File: src/rtl/audit_counter_poller_if.sv
// AXI-Lite read-channel bundle between the audit counter poller (master) and the
// bus audit hook's status slave.
`timescale 1ns/1ps

interface audit_counter_poller_if;
    logic [31:0] araddr;
    logic        arvalid;
    logic        arready;
    logic [31:0] rdata;
    logic [1:0]  rresp;
    logic        rvalid;
    logic        rready;

    modport master (
        output araddr, arvalid, rready,
        input  arready, rdata, rresp, rvalid
    );

    modport slave (
        input  araddr, arvalid, rready,
        output arready, rdata, rresp, rvalid
    );
endinterface

File: src/rtl/audit_counter_poller.sv
// Periodic tear-free poller of the 64-bit audit event counter, with delta/threshold irq.
// Optional handshake watchdog enabled by defining AUDIT_POLL_TIMEOUT_EN.
`timescale 1ns/1ps

// state  | meaning
// IDLE   | waiting for interval timer expiry or poll_req
// AR     | read address presented for the current phase
// R      | waiting for read data of the current phase
// EVAL   | commit snapshot, compute delta, update irq
module audit_counter_poller #(
    parameter int unsigned POLL_INTERVAL   = 1024,
    parameter logic [63:0] DELTA_THRESHOLD = 64'd1,
    parameter logic [31:0] BASE_ADDR       = 32'h0000_0000,
    parameter int unsigned TIMEOUT_CYCLES  = 256
) (
    input  logic                          clk,
    input  logic                          reset_n,
    input  logic                          poll_req,
    input  logic                          irq_clear,
    audit_counter_poller_if.master        m_axil,
    output logic [63:0]                   snapshot,
    output logic                          snapshot_valid,
    output logic [63:0]                   delta,
    output logic                          irq,
    output logic [15:0]                   err_count,
    output logic                          busy
);

    typedef enum logic [1:0] {S_IDLE, S_AR, S_R, S_EVAL} state_t;

    localparam logic [1:0]  PH_HI0 = 2'd0;
    localparam logic [1:0]  PH_LO  = 2'd1;
    localparam logic [1:0]  PH_HI1 = 2'd2;
    localparam logic [20:0] INTERVAL_LOAD  = 21'(POLL_INTERVAL - 1);
    localparam logic [20:0] INTERVAL_FIRST = (POLL_INTERVAL > 1) ? 21'(POLL_INTERVAL - 2) : 21'd0;

    if (POLL_INTERVAL < 1 || POLL_INTERVAL > (1 << 20)) begin : g_bad_interval
        $error("POLL_INTERVAL out of range 1..2^20");
    end
    if (TIMEOUT_CYCLES < 1) begin : g_bad_timeout
        $error("TIMEOUT_CYCLES must be at least 1");
    end

    state_t      state, state_next;
    logic [1:0]  phase, phase_next;
    logic [31:0] hi_word, lo_word;
    logic [20:0] timer;
    logic        primed;
    logic        abort, expired, wd_expired;
    logic        ar_hs, r_hs, r_ok;
    logic [63:0] new_value, new_delta;

    assign ar_hs     = m_axil.arvalid && m_axil.arready;
    assign r_hs      = m_axil.rvalid && m_axil.rready;
    assign r_ok      = r_hs && (m_axil.rresp == 2'b00);
    // The first idle stretch after reset has one cycle spent priming the timer.
    assign expired   = primed ? (timer == 21'd0) : (POLL_INTERVAL == 1);
    assign new_value = {hi_word, lo_word};
    assign new_delta = new_value - snapshot;

    always_comb begin
        state_next = state;
        phase_next = phase;
        abort      = 1'b0;
        case (state)
            S_IDLE: begin
                if (expired || poll_req) begin
                    state_next = S_AR;
                    phase_next = PH_HI0;
                end
            end
            S_AR: begin
                if (ar_hs)
                    state_next = S_R;
                else if (wd_expired)
                    abort = 1'b1;
            end
            S_R: begin
                if (r_hs && !r_ok) begin
                    abort = 1'b1;
                end else if (r_ok) begin
                    state_next = S_AR;
                    case (phase)
                        PH_HI0:  phase_next = PH_LO;
                        PH_LO:   phase_next = PH_HI1;
                        default: begin
                            if (m_axil.rdata == hi_word)
                                state_next = S_EVAL;
                            else
                                phase_next = PH_LO;
                        end
                    endcase
                end else if (wd_expired) begin
                    abort = 1'b1;
                end
            end
            S_EVAL:  state_next = S_IDLE;
            default: state_next = S_IDLE;
        endcase
        if (abort)
            state_next = S_IDLE;
    end

    always_ff @(posedge clk or negedge reset_n) begin
        if (!reset_n) begin
            state          <= S_IDLE;
            phase          <= PH_HI0;
            m_axil.araddr  <= 32'd0;
            m_axil.arvalid <= 1'b0;
            m_axil.rready  <= 1'b0;
            busy           <= 1'b0;
        end else begin
            state          <= state_next;
            phase          <= phase_next;
            m_axil.arvalid <= (state_next == S_AR);
            m_axil.rready  <= (state_next == S_R);
            busy           <= (state_next != S_IDLE);
            if (state_next == S_AR)
                m_axil.araddr <= (phase_next == PH_LO) ? BASE_ADDR : BASE_ADDR + 32'd4;
        end
    end

    always_ff @(posedge clk or negedge reset_n) begin
        if (!reset_n) begin
            timer  <= 21'd0;
            primed <= 1'b0;
        end else if (state_next == S_IDLE && state != S_IDLE) begin
            timer <= INTERVAL_LOAD;
        end else if (state == S_IDLE) begin
            if (!primed) begin
                primed <= 1'b1;
                timer  <= INTERVAL_FIRST;
            end else if (timer != 21'd0) begin
                timer <= timer - 21'd1;
            end
        end
    end

    // hi_word always holds the most recent HI read, so a matching HI1 leaves it valid for commit.
    always_ff @(posedge clk or negedge reset_n) begin
        if (!reset_n) begin
            hi_word <= 32'd0;
            lo_word <= 32'd0;
        end else if (state == S_R && r_ok) begin
            if (phase == PH_LO)
                lo_word <= m_axil.rdata;
            else
                hi_word <= m_axil.rdata;
        end
    end

    always_ff @(posedge clk or negedge reset_n) begin
        if (!reset_n) begin
            snapshot       <= 64'd0;
            delta          <= 64'd0;
            snapshot_valid <= 1'b0;
            irq            <= 1'b0;
            err_count      <= 16'd0;
        end else begin
            snapshot_valid <= (state == S_EVAL);
            if (state == S_EVAL) begin
                snapshot <= new_value;
                delta    <= new_delta;
            end
            if (state == S_EVAL && new_delta >= DELTA_THRESHOLD)
                irq <= 1'b1;
            else if (irq_clear)
                irq <= 1'b0;
            if (abort && err_count != 16'hFFFF)
                err_count <= err_count + 16'd1;
        end
    end

`ifdef AUDIT_POLL_TIMEOUT_EN
    localparam int unsigned WD_W = $clog2(TIMEOUT_CYCLES + 1);

    logic [WD_W-1:0] wd;

    always_ff @(posedge clk or negedge reset_n) begin
        if (!reset_n)
            wd <= '0;
        else if (state_next != state)
            wd <= WD_W'(TIMEOUT_CYCLES - 1);
        else if (wd != '0)
            wd <= wd - 1'b1;
    end

    assign wd_expired = (wd == '0);
`else
    assign wd_expired = 1'b0;
`endif

endmodule

File: src/flat_wrapper.sv
// flat-port wrapper written by rule: the top's interface ports become plain ports
module audit_counter_poller_flat 
#(
    parameter int unsigned POLL_INTERVAL   = 1024,
    parameter logic [63:0] DELTA_THRESHOLD = 64'd1,
    parameter logic [31:0] BASE_ADDR       = 32'h0000_0000,
    parameter int unsigned TIMEOUT_CYCLES  = 256
)
  (clk, reset_n, poll_req, irq_clear, snapshot, snapshot_valid, delta, irq, err_count, busy, m_axil_araddr, m_axil_arvalid, m_axil_rready, m_axil_arready, m_axil_rdata, m_axil_rresp, m_axil_rvalid);
  audit_counter_poller_if m_axil_i ();
  input  logic clk;
  input  logic reset_n;
  input  logic poll_req;
  input  logic irq_clear;
  output logic [63:0] snapshot;
  output logic snapshot_valid;
  output logic [63:0] delta;
  output logic irq;
  output logic [15:0] err_count;
  output logic busy;
  output wire logic [$bits(m_axil_i.araddr)-1:0] m_axil_araddr;
  output wire logic [$bits(m_axil_i.arvalid)-1:0] m_axil_arvalid;
  output wire logic [$bits(m_axil_i.rready)-1:0] m_axil_rready;
  input wire logic [$bits(m_axil_i.arready)-1:0] m_axil_arready;
  input wire logic [$bits(m_axil_i.rdata)-1:0] m_axil_rdata;
  input wire logic [$bits(m_axil_i.rresp)-1:0] m_axil_rresp;
  input wire logic [$bits(m_axil_i.rvalid)-1:0] m_axil_rvalid;
  assign m_axil_araddr = m_axil_i.araddr;
  assign m_axil_arvalid = m_axil_i.arvalid;
  assign m_axil_rready = m_axil_i.rready;
  assign m_axil_i.arready = m_axil_arready;
  assign m_axil_i.rdata = m_axil_rdata;
  assign m_axil_i.rresp = m_axil_rresp;
  assign m_axil_i.rvalid = m_axil_rvalid;
  audit_counter_poller #(.POLL_INTERVAL(POLL_INTERVAL), .DELTA_THRESHOLD(DELTA_THRESHOLD), .BASE_ADDR(BASE_ADDR), .TIMEOUT_CYCLES(TIMEOUT_CYCLES)) u_core (.clk(clk), .reset_n(reset_n), .poll_req(poll_req), .irq_clear(irq_clear), .m_axil(m_axil_i), .snapshot(snapshot), .snapshot_valid(snapshot_valid), .delta(delta), .irq(irq), .err_count(err_count), .busy(busy));
endmodule
File: config.mk
export PLATFORM = sky130hd
export DESIGN_NAME = audit_counter_poller_flat
export DESIGN_NICKNAME = d
export VERILOG_FILES = /design/src/rtl/audit_counter_poller_if.sv /design/src/rtl/audit_counter_poller.sv /design/src/flat_wrapper.sv
export SDC_FILE = /design/constraint.sdc
export NUM_CORES = 1
export LEC_CHECK = 0
export ABC_AREA = 1
export BUFFER_PORTS_ARGS = -buffer_cell sky130_fd_sc_hd__buf_2
export CAP_MARGIN = 0
export CORE_ASPECT_RATIO = 0.6
export CORE_MARGIN = 8
export CORE_UTILIZATION = 59
export CTS_CLUSTER_SIZE = 20
export DETAILED_ROUTE_END_ITERATION = 8
export PLACE_DENSITY_LB_ADDON = 0.3
export SLEW_MARGIN = 40
export SYNTH_ARGS = -nofsm -noshare
export SYNTH_HDL_FRONTEND = slang
export SYNTH_SLANG_ARGS = --single-unit
File: constraint.sdc
create_clock -name clk -period 3.2 [get_ports clk]
set_input_delay 0.16 -clock clk [delete_from_list [all_inputs] [get_ports clk]]
set_output_delay 0.16 -clock clk [all_outputs]
set_load 0.05 [all_outputs]
==> impl_metrics.toml <==
[outcome]
status = "completed"

[drt]
route.detailed.drc = 0
viasPerCell = 5.55
met1Wirelength_mm = 28.0
drtIter0Drc = 2279
num_vias = 17297
firstDrtPassIters = 6
wl_per_cell_um = 19.9
met3WireLength_mm = 9.19
met2_length_mm = 23.2
finalWirelength_mm = 61.9
top_layer = "met5"
ant_nets = 0

[floorplan]
core-area_um2 = 27700
io_pins = 221
initial_utilization = 0.602
die_y_um = 146
design.die.area_um2 = 34100
num_rows = 47
die_w_um = 233

[clock_network]
cts_inserted_buffers = 23
root_buffer = "clkbuf_16"
clock-sinks = 240
clockBufferDepth = 3
clk_latency_ns = 0.57
cts_htree_levels = 1
cts_tree = "built"
clkSlewWorstSetupHoldPaths_ns = 0.07

[final_layout]
area_growth_pct = 15.2
drive_gt1_frac = 0.145
diodes = 0
final_util = 0.694
design_area_um2 = 19200
nFillCells = 2272
layout.nets = 2837
final-seq-area_um2 = 6010
multi_input_area_um2 = 8680

[logic_synthesis]
async_flop_share = 1.00
postSynthAreaPerCell_um2 = 6.66
yosysTopAreaCell = "dfrtp_1"
synthCells = 2505
ys_warn_count = 0
synth-seq-area-share = 0.360
synth_area_um2 = 16700
ys_types = 46
synth_seq_cells = 240
yosysMostFrequentCell = "nand2_1"
synth_common_cells = "nand2_1, inv_1, dfrtp_1"
synth_enable_flop_cells = 0
yosys-top-cells-area = "dfrtp_1, nand2_1, inv_1"
synth_top_area_frac = 0.360
synth_flop_cell = "dfrtp_1"

[power_and_ir_drop]
power_mw = 19.9
ir_drop_mv = 0.847
powerDensity_nw_per_um2 = 1040
p_leak_nw = 11.0

[setup_path]
crit_path_max_fanout = 5
required_ns = 3.63
critPathSlowestCell = "a21oi_1"
endpoint_kind = "flip-flop"
path_cells = "inv_1 -> ha_1 -> a21oi_1 -> o21ai_0 -> inv_1 -> o21ai_0 -> nand2_1 -> nand2_1 -> nor2_1 -> nand3_1 -> nand2_1 -> nand2_1 -> nor2_1 -> nand2_1 -> nor2_1 -> nand2_1 -> nand2_1 -> nand2_1"
critPathBufInv = 2
start_kind = "flip-flop"
cp_top_family = "simple AND/OR/NAND/NOR gates"
path_common_cell = "nand2_1"
critical_path_class = "reg -> reg"
worstPathArrival_ns = 3.48
cpPeakStageDelay_ns = 0.46

[grt]
grt.total_usage = 0.353
grt_pass1_vias = 15787
grt_max_degree = 93
antenna_found_initial = 1
grt_pass1_wl_mm = 92.9
grt-ovfl-total = 0

[run]
drv_cap = 0

[timing]
fmax_mhz = 328
hold_viol = 0
fin_crit_ns = 3.05
max_slew_margin = 0.502
finClkSkew_ns = 0.0346
drv_slew = 0
worst_slew_pin_slew_ns = 0.747
period_share = 0.952
whs_ns = 0.0766
fin_tns_setup_ns = 0
setup_viol = 0

[placement]
io_buffers = 189
gp_congestion = 1.01
placed_area_um2 = 18000
hpwl_mm = 49.1

[worst_hold_path]
hp-class = "in -> reg"
## worst paths after layout
kind	cells past startpoint	slack, ns	startpoint	end
worst max-delay path	18	0.15	u_core.snapshot[49]$_DFFE_PN0P_	u_core.irq$_DFFE_PN0P_
min in group asynchronous	2	0.25	reset_n	u_core.snapshot_valid$_DFF_PN0_
worst max register to register	18	0.15	u_core.snapshot[49]$_DFFE_PN0P_	u_core.irq$_DFFE_PN0P_
worst min-delay path	3	0.08	m_axil_rdata[7]	u_core.lo_word[7]$_DFFE_PN0P_
worst min register to register	2	0.48	u_core.delta[36]$_DFFE_PN0P_	u_core.delta[36]$_DFFE_PN0P_
max in group asynchronous	3	2.10	reset_n	u_core.lo_word[28]$_DFFE_PN0P_
## sequential cells by signal (all words and copies together) (netlist names)
| register | flops |
|---|---|
| u_core.delta | 64 |
| u_core.snapshot | 64 |
| u_core.hi_word | 32 |
| u_core.lo_word | 32 |
| u_core.timer | 21 |
| u_core.err_count | 16 |
| u_core.phase | 2 |
| u_core.state | 2 |
| u_core.busy | 1 |
| u_core.irq | 1 |
| u_core.m_axil.araddr | 1 |
| u_core.m_axil.arvalid | 1 |
| u_core.m_axil.rready | 1 |
| u_core.primed | 1 |
| u_core.snapshot_valid | 1 |
## metal layers
layer,vias to the layer above,GRT usage
met1,7983,0.538
met2,1110,0.464
met5,-,0
met3,119,0.131
li1,8083,-
met4,2,0.0758
## tightest hold or removal path: stages
cell     delay, ns
buf_2         0.11
inv_1         0.14
o21ai_0       0.19
## kinds of logic after synthesis
| group | count (synthesis) | synth area share |
|---|---|---|
| fa+ha+maj | 66 | 0.0500 |
| flops | 240 | 0.360 |
| xor+xnor | 54 | 0.0284 |
| other cells | 1 | 0.000225 |
| buf+inv | 543 | 0.130 |
| compound gates | 295 | 0.0935 |
| simple gates | 1305 | 0.337 |
| mux | 1 | 0.000675 |
## power breakdown
| group | leakage [nW] | switching, mW | internal [mW] |
|---|---|---|---|
| clock | 0.386 | 1.30 | 1.62 |
| combinational | 7.42 | 9.55 | 3.26 |
| sequential | 3.17 | 0.542 | 3.67 |
## per-stage QoR
step	instances	worst slack (ns)
6_report	3115	0.153
5_1_grt	3115	-0.0253
4_1_cts	3115	0.218
3_3_place_gp	3039	0.230
3_5_place_dp	3039	0.268
2_1_floorplan	2535	0.529
## what timing repair did
item | 4_1_cts | 5_1_grt
hold endpoints to repair | 151 | 0
setup endpoints to repair | 0 | 1
hold buffers | 34 | 0
resized for setup | 0 | 19
buffers inserted | 0 | 0
## area by class of cell
class                      instances  share of cell area
multi-input combinational       1752               0.452
clock buffer                      31              0.0341
clock inverter                    11             0.00690
timing repair buffer             249              0.0796
tap                              367              0.0239
inverter                         465              0.0911
sequential                       240               0.313
## placed cells by master (no fill, tap or decap), types with 4 or more instances in the layout
cell and n:
o21bai_1 8, inv_1 433, clkbuf_8 5, ha_2 14, o31ai_1 9, and2_1 4, a21oi_1 60, inv_2 27
a31oi_1 19, nand3_1 72, nor2_2 25, xnor2_1 20, xor2_1 32, ha_1 51, conb_1 31, clkbuf_16 23
clkinv_2 4, buf_4 23, nand3_2 8, nand2_2 34, nor2_1 174, nand2_1 884, nor3_2 7, dfrtp_1 240
o21ai_0 188, nor2_4 7, dlygate4sd3_1 34, nor3_1 17, nand4_1 30, buf_2 188, nand3b_1 24
Note: power is estimated with default switching activity, not from simulation.
